==> src/rtl/fc_mover_mac_array.sv <==
// Fully-connected data mover: streams node/weight words from BRAM into NUM_CORE
// signed MAC lanes, then biases, ReLUs, saturates and writes one result per lane.
module fc_mover_mac_array #(
   parameter int NUM_CORE      = 4,
   parameter int IN_DATA_WIDTH = 16,
   parameter int ACC_WIDTH     = 48,
   parameter int DWIDTH        = 32,
   parameter int AWIDTH        = 12,
   parameter int CNT_BIT       = 31
) (
   input  logic                              clk,
   input  logic                              reset_n,
   input  logic                              i_run,
   input  logic [CNT_BIT-1:0]                i_num_cnt,
   input  logic                              i_relu_en,
   input  logic [AWIDTH-1:0]                 i_wr_base,
   input  logic [NUM_CORE*IN_DATA_WIDTH-1:0] i_bias,
   output logic                              o_idle,
   output logic                              o_read,
   output logic                              o_write,
   output logic                              o_done,
   output logic [AWIDTH-1:0]                 addr_n,
   output logic                              ce_n,
   input  logic [DWIDTH-1:0]                 q_n,
   output logic [AWIDTH-1:0]                 addr_w,
   output logic                              ce_w,
   input  logic [NUM_CORE*DWIDTH-1:0]        q_w,
   output logic [AWIDTH-1:0]                 addr_r,
   output logic                              ce_r,
   output logic                              we_r,
   output logic [DWIDTH-1:0]                 d_r,
   output logic [NUM_CORE*DWIDTH-1:0]        o_result
);

   localparam int IW   = IN_DATA_WIDTH;
   localparam int WC_W = (NUM_CORE > 1) ? $clog2(NUM_CORE) : 1;

   // Clip limits expressed at the widened (ACC_WIDTH+1) sum width so the compare stays signed.
   localparam logic signed [ACC_WIDTH:0] SAT_MAX = {{(ACC_WIDTH-DWIDTH+2){1'b0}}, {(DWIDTH-1){1'b1}}};
   localparam logic signed [ACC_WIDTH:0] SAT_MIN = {{(ACC_WIDTH-DWIDTH+2){1'b1}}, {(DWIDTH-1){1'b0}}};
   localparam logic [DWIDTH-1:0] D_MAX = {1'b0, {(DWIDTH-1){1'b1}}};
   localparam logic [DWIDTH-1:0] D_MIN = {1'b1, {(DWIDTH-1){1'b0}}};

   typedef enum logic [2:0] {S_IDLE, S_READ, S_DRAIN, S_FINAL, S_WRITE, S_DONE} state_t;

   state_t                      r_state;
   state_t                      w_state_next;
   logic [CNT_BIT-1:0]          r_num_cnt;
   logic                        r_relu_en;
   logic [AWIDTH-1:0]           r_wr_base;
   logic [NUM_CORE*IW-1:0]      r_bias;
   logic [CNT_BIT-1:0]          r_rd_cnt;
   logic [WC_W-1:0]             r_wr_cnt;
   logic                        r_valid;
   logic [ACC_WIDTH-1:0]        r_acc    [NUM_CORE];
   logic [DWIDTH-1:0]           r_result [NUM_CORE];
   logic [ACC_WIDTH-1:0]        w_prod_ext [NUM_CORE];
   logic [DWIDTH-1:0]           w_sat      [NUM_CORE];
   logic                        w_start;
   logic                        w_last_rd;
   logic                        w_last_wr;

   assign w_start   = (r_state == S_IDLE) && i_run;
   assign w_last_rd = (r_rd_cnt == (r_num_cnt - CNT_BIT'(1)));
   assign w_last_wr = (r_wr_cnt == WC_W'(NUM_CORE - 1));

   always_ff @(posedge clk or negedge reset_n) begin
      if (!reset_n) begin
         r_state <= S_IDLE;
      end else begin
         r_state <= w_state_next;
      end
   end

   always_comb begin
      w_state_next = r_state;
      case (r_state)
         S_IDLE:  if (i_run) w_state_next = (i_num_cnt == '0) ? S_FINAL : S_READ;
         S_READ:  if (w_last_rd) w_state_next = S_DRAIN;
         S_DRAIN: w_state_next = S_FINAL;
         S_FINAL: w_state_next = S_WRITE;
         S_WRITE: if (w_last_wr) w_state_next = S_DONE;
         S_DONE:  w_state_next = S_IDLE;
         default: w_state_next = S_IDLE;
      endcase
   end

   always_comb begin
      o_idle  = 1'b0;
      o_read  = 1'b0;
      o_write = 1'b0;
      o_done  = 1'b0;
      ce_n    = 1'b0;
      ce_w    = 1'b0;
      ce_r    = 1'b0;
      we_r    = 1'b0;
      addr_n  = '0;
      addr_w  = '0;
      addr_r  = '0;
      d_r     = '0;
      case (r_state)
         S_IDLE: o_idle = 1'b1;
         S_READ: begin
            o_read = 1'b1;
            ce_n   = 1'b1;
            ce_w   = 1'b1;
            addr_n = r_rd_cnt[AWIDTH-1:0];
            addr_w = r_rd_cnt[AWIDTH-1:0];
         end
         S_WRITE: begin
            o_write = 1'b1;
            ce_r    = 1'b1;
            we_r    = 1'b1;
            addr_r  = r_wr_base + AWIDTH'(r_wr_cnt);
            d_r     = r_result[r_wr_cnt];
         end
         S_DONE: o_done = 1'b1;
         default: ;
      endcase
   end

   // Per-lane product and post-processing; only the low IW bits of each BRAM word matter.
   for (genvar gi = 0; gi < NUM_CORE; gi++) begin : g_lane
      logic [2*IW-1:0]             w_a;
      logic [2*IW-1:0]             w_b;
      logic [2*IW-1:0]             w_prod;
      logic [IW-1:0]               w_bias;
      logic signed [ACC_WIDTH:0]   w_sum;
      logic signed [ACC_WIDTH:0]   w_relu;

      assign w_a    = {{IW{q_n[IW-1]}}, q_n[IW-1:0]};
      assign w_b    = {{IW{q_w[gi*DWIDTH+IW-1]}}, q_w[gi*DWIDTH +: IW]};
      assign w_prod = w_a * w_b;
      assign w_prod_ext[gi] = {{(ACC_WIDTH-2*IW){w_prod[2*IW-1]}}, w_prod};

      assign w_bias = r_bias[gi*IW +: IW];
      assign w_sum  = {r_acc[gi][ACC_WIDTH-1], r_acc[gi]} +
                      {{(ACC_WIDTH+1-IW){w_bias[IW-1]}}, w_bias};
      assign w_relu = (r_relu_en && w_sum[ACC_WIDTH]) ? '0 : w_sum;
      assign w_sat[gi] = (w_relu > SAT_MAX) ? D_MAX :
                         (w_relu < SAT_MIN) ? D_MIN : w_relu[DWIDTH-1:0];

      assign o_result[gi*DWIDTH +: DWIDTH] = r_result[gi];
   end

   always_ff @(posedge clk or negedge reset_n) begin
      if (!reset_n) begin
         r_num_cnt <= '0;
         r_relu_en <= 1'b0;
         r_wr_base <= '0;
         r_bias    <= '0;
         r_rd_cnt  <= '0;
         r_wr_cnt  <= '0;
         r_valid   <= 1'b0;
         for (int k = 0; k < NUM_CORE; k++) begin
            r_acc[k]    <= '0;
            r_result[k] <= '0;
         end
      end else begin
         r_valid <= (r_state == S_READ);
         if (w_start) begin
            r_num_cnt <= i_num_cnt;
            r_relu_en <= i_relu_en;
            r_wr_base <= i_wr_base;
            r_bias    <= i_bias;
            r_rd_cnt  <= '0;
            r_wr_cnt  <= '0;
         end
         if (r_state == S_READ)  r_rd_cnt <= r_rd_cnt + CNT_BIT'(1);
         if (r_state == S_WRITE) r_wr_cnt <= r_wr_cnt + WC_W'(1);
         for (int k = 0; k < NUM_CORE; k++) begin
            if (w_start) begin
               r_acc[k] <= '0;
            end else if (r_valid) begin
               r_acc[k] <= r_acc[k] + w_prod_ext[k];
            end
            if (r_state == S_FINAL) r_result[k] <= w_sat[k];
         end
      end
   end

endmodule
==> config.mk <==
export PLATFORM = sky130hd
export DESIGN_NAME = fc_mover_mac_array
export DESIGN_NICKNAME = d
export VERILOG_FILES = /design/src/rtl/fc_mover_mac_array.sv
export SDC_FILE = /design/constraint.sdc
export NUM_CORES = 2
export LEC_CHECK = 0
export CORE_MARGIN = 1.5
export CORE_UTILIZATION = 60
export CTS_BUF_LIST = sky130_fd_sc_hd__clkbuf_2
export CTS_CLUSTER_DIAMETER = 30
export DETAILED_ROUTE_END_ITERATION = 10
export PLACE_DENSITY_LB_ADDON = 0.1
export SLEW_MARGIN = 10
export SYNTH_ARGS = -nofsm -noshare
export SYNTH_HDL_FRONTEND = slang
export SYNTH_SLANG_ARGS = --single-unit
==> constraint.sdc <==
create_clock -name clk -period 5.85 [get_ports clk]
set_clock_uncertainty 0.15 [all_clocks]
set_input_delay 1.4625 -clock clk [delete_from_list [all_inputs] [get_ports clk]]
set_output_delay 1.4625 -clock clk [all_outputs]
set_load 0.1 [all_outputs]
Word-level counts from Yosys, hierarchy flattened. Cells that the tools add are included.

Flip-flop bits (word level): 465. Word-level logic and storage cells: 102.

$add $sub $neg: 12. Multiply operators: 4. Order comparisons: 9. Equal/unequal tests: 10. Muxes and demuxes: 39. Bitwise logic cells: 1. Reduce and logical (&&, ||, !) cells: 11.

Operators with widths (count): 48-bit 2-to-1 mux (8); 32-bit 2-to-1 mux (11); 48-bit by 16-bit adder with 49-bit output (4); 49-bit by 32-bit > comparator with 1-bit output, second input constant (4); 49-bit by 32-bit less-than comparator with 1-bit output, second input constant (4); 49-bit 2-to-1 mux (4); 48-bit adder (4); 16-bit by 16-bit multiplier with 32-bit output (4); 32-bit binary-select mux with 2-bit select (1); 31-bit 2-to-1 mux (2); 31-bit by 1-bit adder with 31-bit output, second input constant (1); 31-bit == test (1); 31-bit zero test (1); 31-bit by 1-bit subtractor with 31-bit output, second input constant (1); 12-bit 2-to-1 mux (2); 3-bit one-hot mux with 5 select lines (1); 12-bit by 2-bit adder with 12-bit output (1); 3-bit 2-to-1 mux (3); 3-bit by 2-bit == test with 1-bit output, second input constant (2); 3-bit == test, second input constant (2); 2-bit 2-to-1 mux (3); 2-bit inequality test, second input constant (3); 2-bit nonzero test (3); 1-bit logical AND (5); other kinds (8) (11).

Longest topological paths before layout.
Depth in word-level cells: 6. Gate-level depth with buffers: 42. Gate-level depth less buffers: 40.

Worst setup path after synthesis. OpenSTA, ideal clock, no wires.

Kind: input-to-reg. Start point: input port q_n[15]. End point: register r_acc[47] (netlist bit). Setup time: 120 ps. Arrival: 10357 ps. Data required time: 5580 ps. Setup slack: -4778 ps. Stages: 32. Buffers on the path: 2. Cell sequence: clkbuf_1 -> buf_1 -> nand2_1 -> inv_1 -> fa_1 -> fa_1 -> fa_1 -> fa_1 -> fa_1 -> inv_1 -> fa_1 -> inv_1 -> ha_1 -> or2_2 -> a21oi_1 -> a31oi_1 -> a41o_1 -> or4_1 -> a31o_2 -> a21oi_1 -> xnor2_1 -> ha_1 -> nand4_1 -> or4b_2 -> o22a_1 -> a211oi_1 -> nor2_1 -> o2111ai_1 -> o211ai_1 -> xnor2_1 -> a21oi_1 -> a31o_2.

Longest elaborated chain between the ends: 4.

RTL lines: start: declaration (RTL line 24) `input logic [DWIDTH-1:0] q_n,`; 16-bit by 16-bit multiplier with 32-bit output (RTL line 133) `assign w_prod = w_a * w_b;`; 48-bit adder (RTL line 175) `r_acc[k] <= r_acc[k] + w_prod_ext[k];`; 48-bit 2-to-1 mux (RTL line 174) `end else if (r_valid) begin`; 48-bit 2-to-1 mux (RTL line 172) `if (w_start) begin`; end signal: indexed assignment (RTL line 175); end: declaration (RTL line 55) `logic [ACC_WIDTH-1:0] r_acc [NUM_CORE];`.

No other way between the ends. The select of a mux whose other input is x is not followed. A chain may end at the register's enable or synchronous reset.

Worst setup path after layout.
Start point: input port q_n[10]. End point: register r_acc[190] (netlist bit).

Same word-level chain as after synthesis.

==> impl_results.md <==
* Largest area contributor in the netlist: fa_1
* Clock Pin Slew Worst Setup and Hold Paths at 0.12 ns
* Routed WL at 268000 µm
* Finished Core Util at 77.4%
* Critical Path Max Stage Delay at 0.54 ns
* Commonest cells in the netlist: 1250 x inv_1, 1136 x nand2_1, 1057 x fa_1, 721 x ha_1, 550 x nor2_1
* Detail Route Antenna Nets at 0
* DR vias at 73500
* Fin worst setup slack at -2.85 ns
* Slowest CP cell: fa_1
* Failing checks: negative setup slack
* Initial cell density of the core at 60.4%
* Row Count at 133
* Max_slew headroom at 20.2%
* Chip height at 367 µm
* Clk_lat worst skew at 1.57 ns
* HP Class: input pin to flip-flop
* Worst slack, placed at -4.78 ns
* FILL cells at 9036
* Cell with the most instances after synthesis: inv_1
* Startpoint Class: input pin
* Register bit count reported by yosys at 465
* Ys Warns at 0
* Sink Count at 465
* Mean post-synth cell area at 8.69 µm²
* DRC at 0
* Period utilization at 149%
* Most used DFF post-synth: dfrtp_1
* Most used cell, CP: fa_1
* GRT Total Usage at 39.1%
* WL/cell at 21.3 µm
* Least-Margin Pin Slew at 1.19 ns
* DP Area at 94700 µm²
* Area Overhead vs Synth at 28.2%
* Die footprint at 134000 µm²
* # port buffers at 394
* GPL Wtd Cong at 0.991
* Max capacitance violation total at 0
* Post-synth ARST share at 100%
* CTS tree: built
* CP required at 7.08 ns
* CP delay by family, top: adder cells
* Syn Nets at 11200
* Data arrival time of the critical path at 9.93 ns
* Mapped cell area at 79300 µm²
* Layout cells sized above 1 at 24.3%
* GR Overflow Total at 0
* Final hold violation count at 0
* # nets final at 12800
* Vias per cell at 5.85
* HPWL Detailed at 209000 µm
* Crit-path max FO at 7
* Number of CTS-inserted buffers at 136
* Fin crit period at 8.70 ns
* First-pass GRT wire length at 413000 µm
* Slew Limit Fails at 0
* RSZ-0062 raised after global routing: yes
* Critical path capture point type: flip-flop
* CTS max path bufs at 3
* Antenna violations before repair at 16
* Tightest hold margin at 0.280 ns
* Largest net degree at the start of global routing at 137
* CTS Root Cell: clkbuf_2
* DRT Pass-1 Iters at 7
* Synth unique cells at 91
* Initial DRC count at 5449
* WP buf/inv at 11
* Vias in the first global route at 76200
* Synth area leaders: fa_1 27%, dfrtp_1 15%, ha_1 11%
* Mapped Cells at 9133
* CP Class: input pin to flip-flop
* H-tree levels at 4
* Core Region at 131000 µm²
* Final non-filler cell area at 102000 µm²
* Share of the synthesized area in the top cell type at 26.7%
* EDFF count, synth at 0
* Final setup vio count at 151
* Max Clk Rate at 115 MHz
* Sequential fraction of the synthesis area at 14.7%
* Die W at 367 µm
* Status: complete, but fails checks
* I/O Pins at 475
-- metrics by stage --
step / setup TNS, ns / std cells
2_1_floorplan: -370.07 / 9133
3_3_place_gp: -547.23 / 12100
3_5_place_dp: -563.68 / 12100
4_1_cts: -223.07 / 12500
5_1_grt: -291.77 / 12600
6_report: -265.79 / 12600
-- cell type report --
class / instances / area [µm²] / area share (%)
antenna: 9 / 22.5 / 0.0221
clock buffer: 166 / 831 / 0.817
clock inverter: 70 / 517 / 0.508
inverter: 1251 / 4700 / 4.62
multi-input combinational: 7027 / 65800 / 64.7
sequential: 465 / 11600 / 11.4
tap: 1755 / 2200 / 2.16
timing repair buffer: 1835 / 16000 / 15.7
-- registers in the layout (all words and copies together) (netlist names) --
register	flops
o_result	128
r_acc	192
r_bias	64
r_num_cnt	31
r_rd_cnt	31
r_relu_en	1
r_state	3
r_valid	1
r_wr_base	12
r_wr_cnt	2
-- worst reg2reg max path, delay by kind of cell (launching register included) --
family                   cells  cell delay [ns]
AO/OA/AOI/OAI               11             2.95
AND/OR/NAND/NOR              3             1.04
adder cells (fa/ha/maj)      2             0.67
flip-flops                   1             0.49
XOR/XNOR                     1             0.24
-- path summary, 6_finish.rpt --
path	from	end	slack, ns	cells past startpoint
setup / recovery	q_n[10]	r_acc[190]$_DFFE_PN0P_	-2.85	40
hold / removal	i_bias[3]	r_bias[3]$_DFFE_PN0P_	0.28	3
setup reg to reg	r_acc[144]$_DFFE_PN0P_	o_result[4]$_DFFE_PN0N_	0.23	17
hold reg to reg	r_bias[28]$_DFFE_PN0P_	r_bias[28]$_DFFE_PN0P_	0.34	2
max in group asynchronous	reset_n	r_bias[32]$_DFFE_PN0P_	4.01	3
min in group asynchronous	reset_n	r_acc[186]$_DFFE_PN0P_	0.42	2
-- layer usage --
layer	routed length [µm]	track usage (%)	up-vias
met3	19600	6.91	878
met1	102000	48.2	36600
met2	131000	66.3	2964
met5	89	0	-
li1	-	-	33100
met4	15200	19.2	14
-- cell usage in the layout, fill, tap and decap left out, types with 34 or more instances in the layout --
cell type / netlist / final
nor2b_1: 64 / 60
buf_6: 5 / 146
a21o_1: 274 / 272
o21ai_1: 25 / 78
o211ai_1: 34 / 34
a31oi_1: 45 / 34
buf_12: 0 / 56
o21ai_2: 5 / 34
o21ai_0: 323 / 230
o21bai_1: 74 / 69
nor2_1: 550 / 519
nand4_1: 67 / 67
dfrtp_1: 465 / 463
mux2i_1: 140 / 140
inv_2: 0 / 77
ha_4: 0 / 90
and3_1: 96 / 89
nand2_2: 0 / 38
nor3_1: 95 / 72
nand2b_1: 83 / 81
a21oi_2: 0 / 91
clkbuf_2: 0 / 170
and2_1: 532 / 476
fa_1: 1057 / 1002
nand3_1: 157 / 143
xnor2_1: 345 / 316
clkdlybuf4s50_1: 0 / 249
ha_1: 721 / 606
xor2_1: 177 / 168
nand2_1: 1136 / 1087
buf_4: 16 / 1305
a21oi_1: 443 / 327
o22ai_1: 39 / 39
o21a_1: 64 / 63
and2_4: 0 / 56
inv_1: 1250 / 1174
fa_2: 0 / 55
-- cell families (layout without fill, tap and decap cells) --
kind of cell	after synthesis	count (layout)	synth area share (%)
mux	180	180	2.79
other cells	0	9	0
xor+xnor	522	523	5.76
fa+ha+maj	1778	1778	38.0
buf+inv	1642	3322	7.91
flops	465	465	14.7
compound gates	1608	1608	13.2
simple gates	2938	2938	17.6
-- what timing repair did --
item / 4_1_cts / 5_1_grt
endpoints found under the setup margin: 151 / 151
pin swaps: 396 / 324
resized for setup: 755 / 289
cloned: 11 / 2
hold buffers: 1 / 0
setup buffers: 168 / 84
hold endpoints to repair: 93 / 0
Power is left out: the tool's default activity adds up to more than one toggle a clock period on the data nets, which glitch-free logic cannot reach.
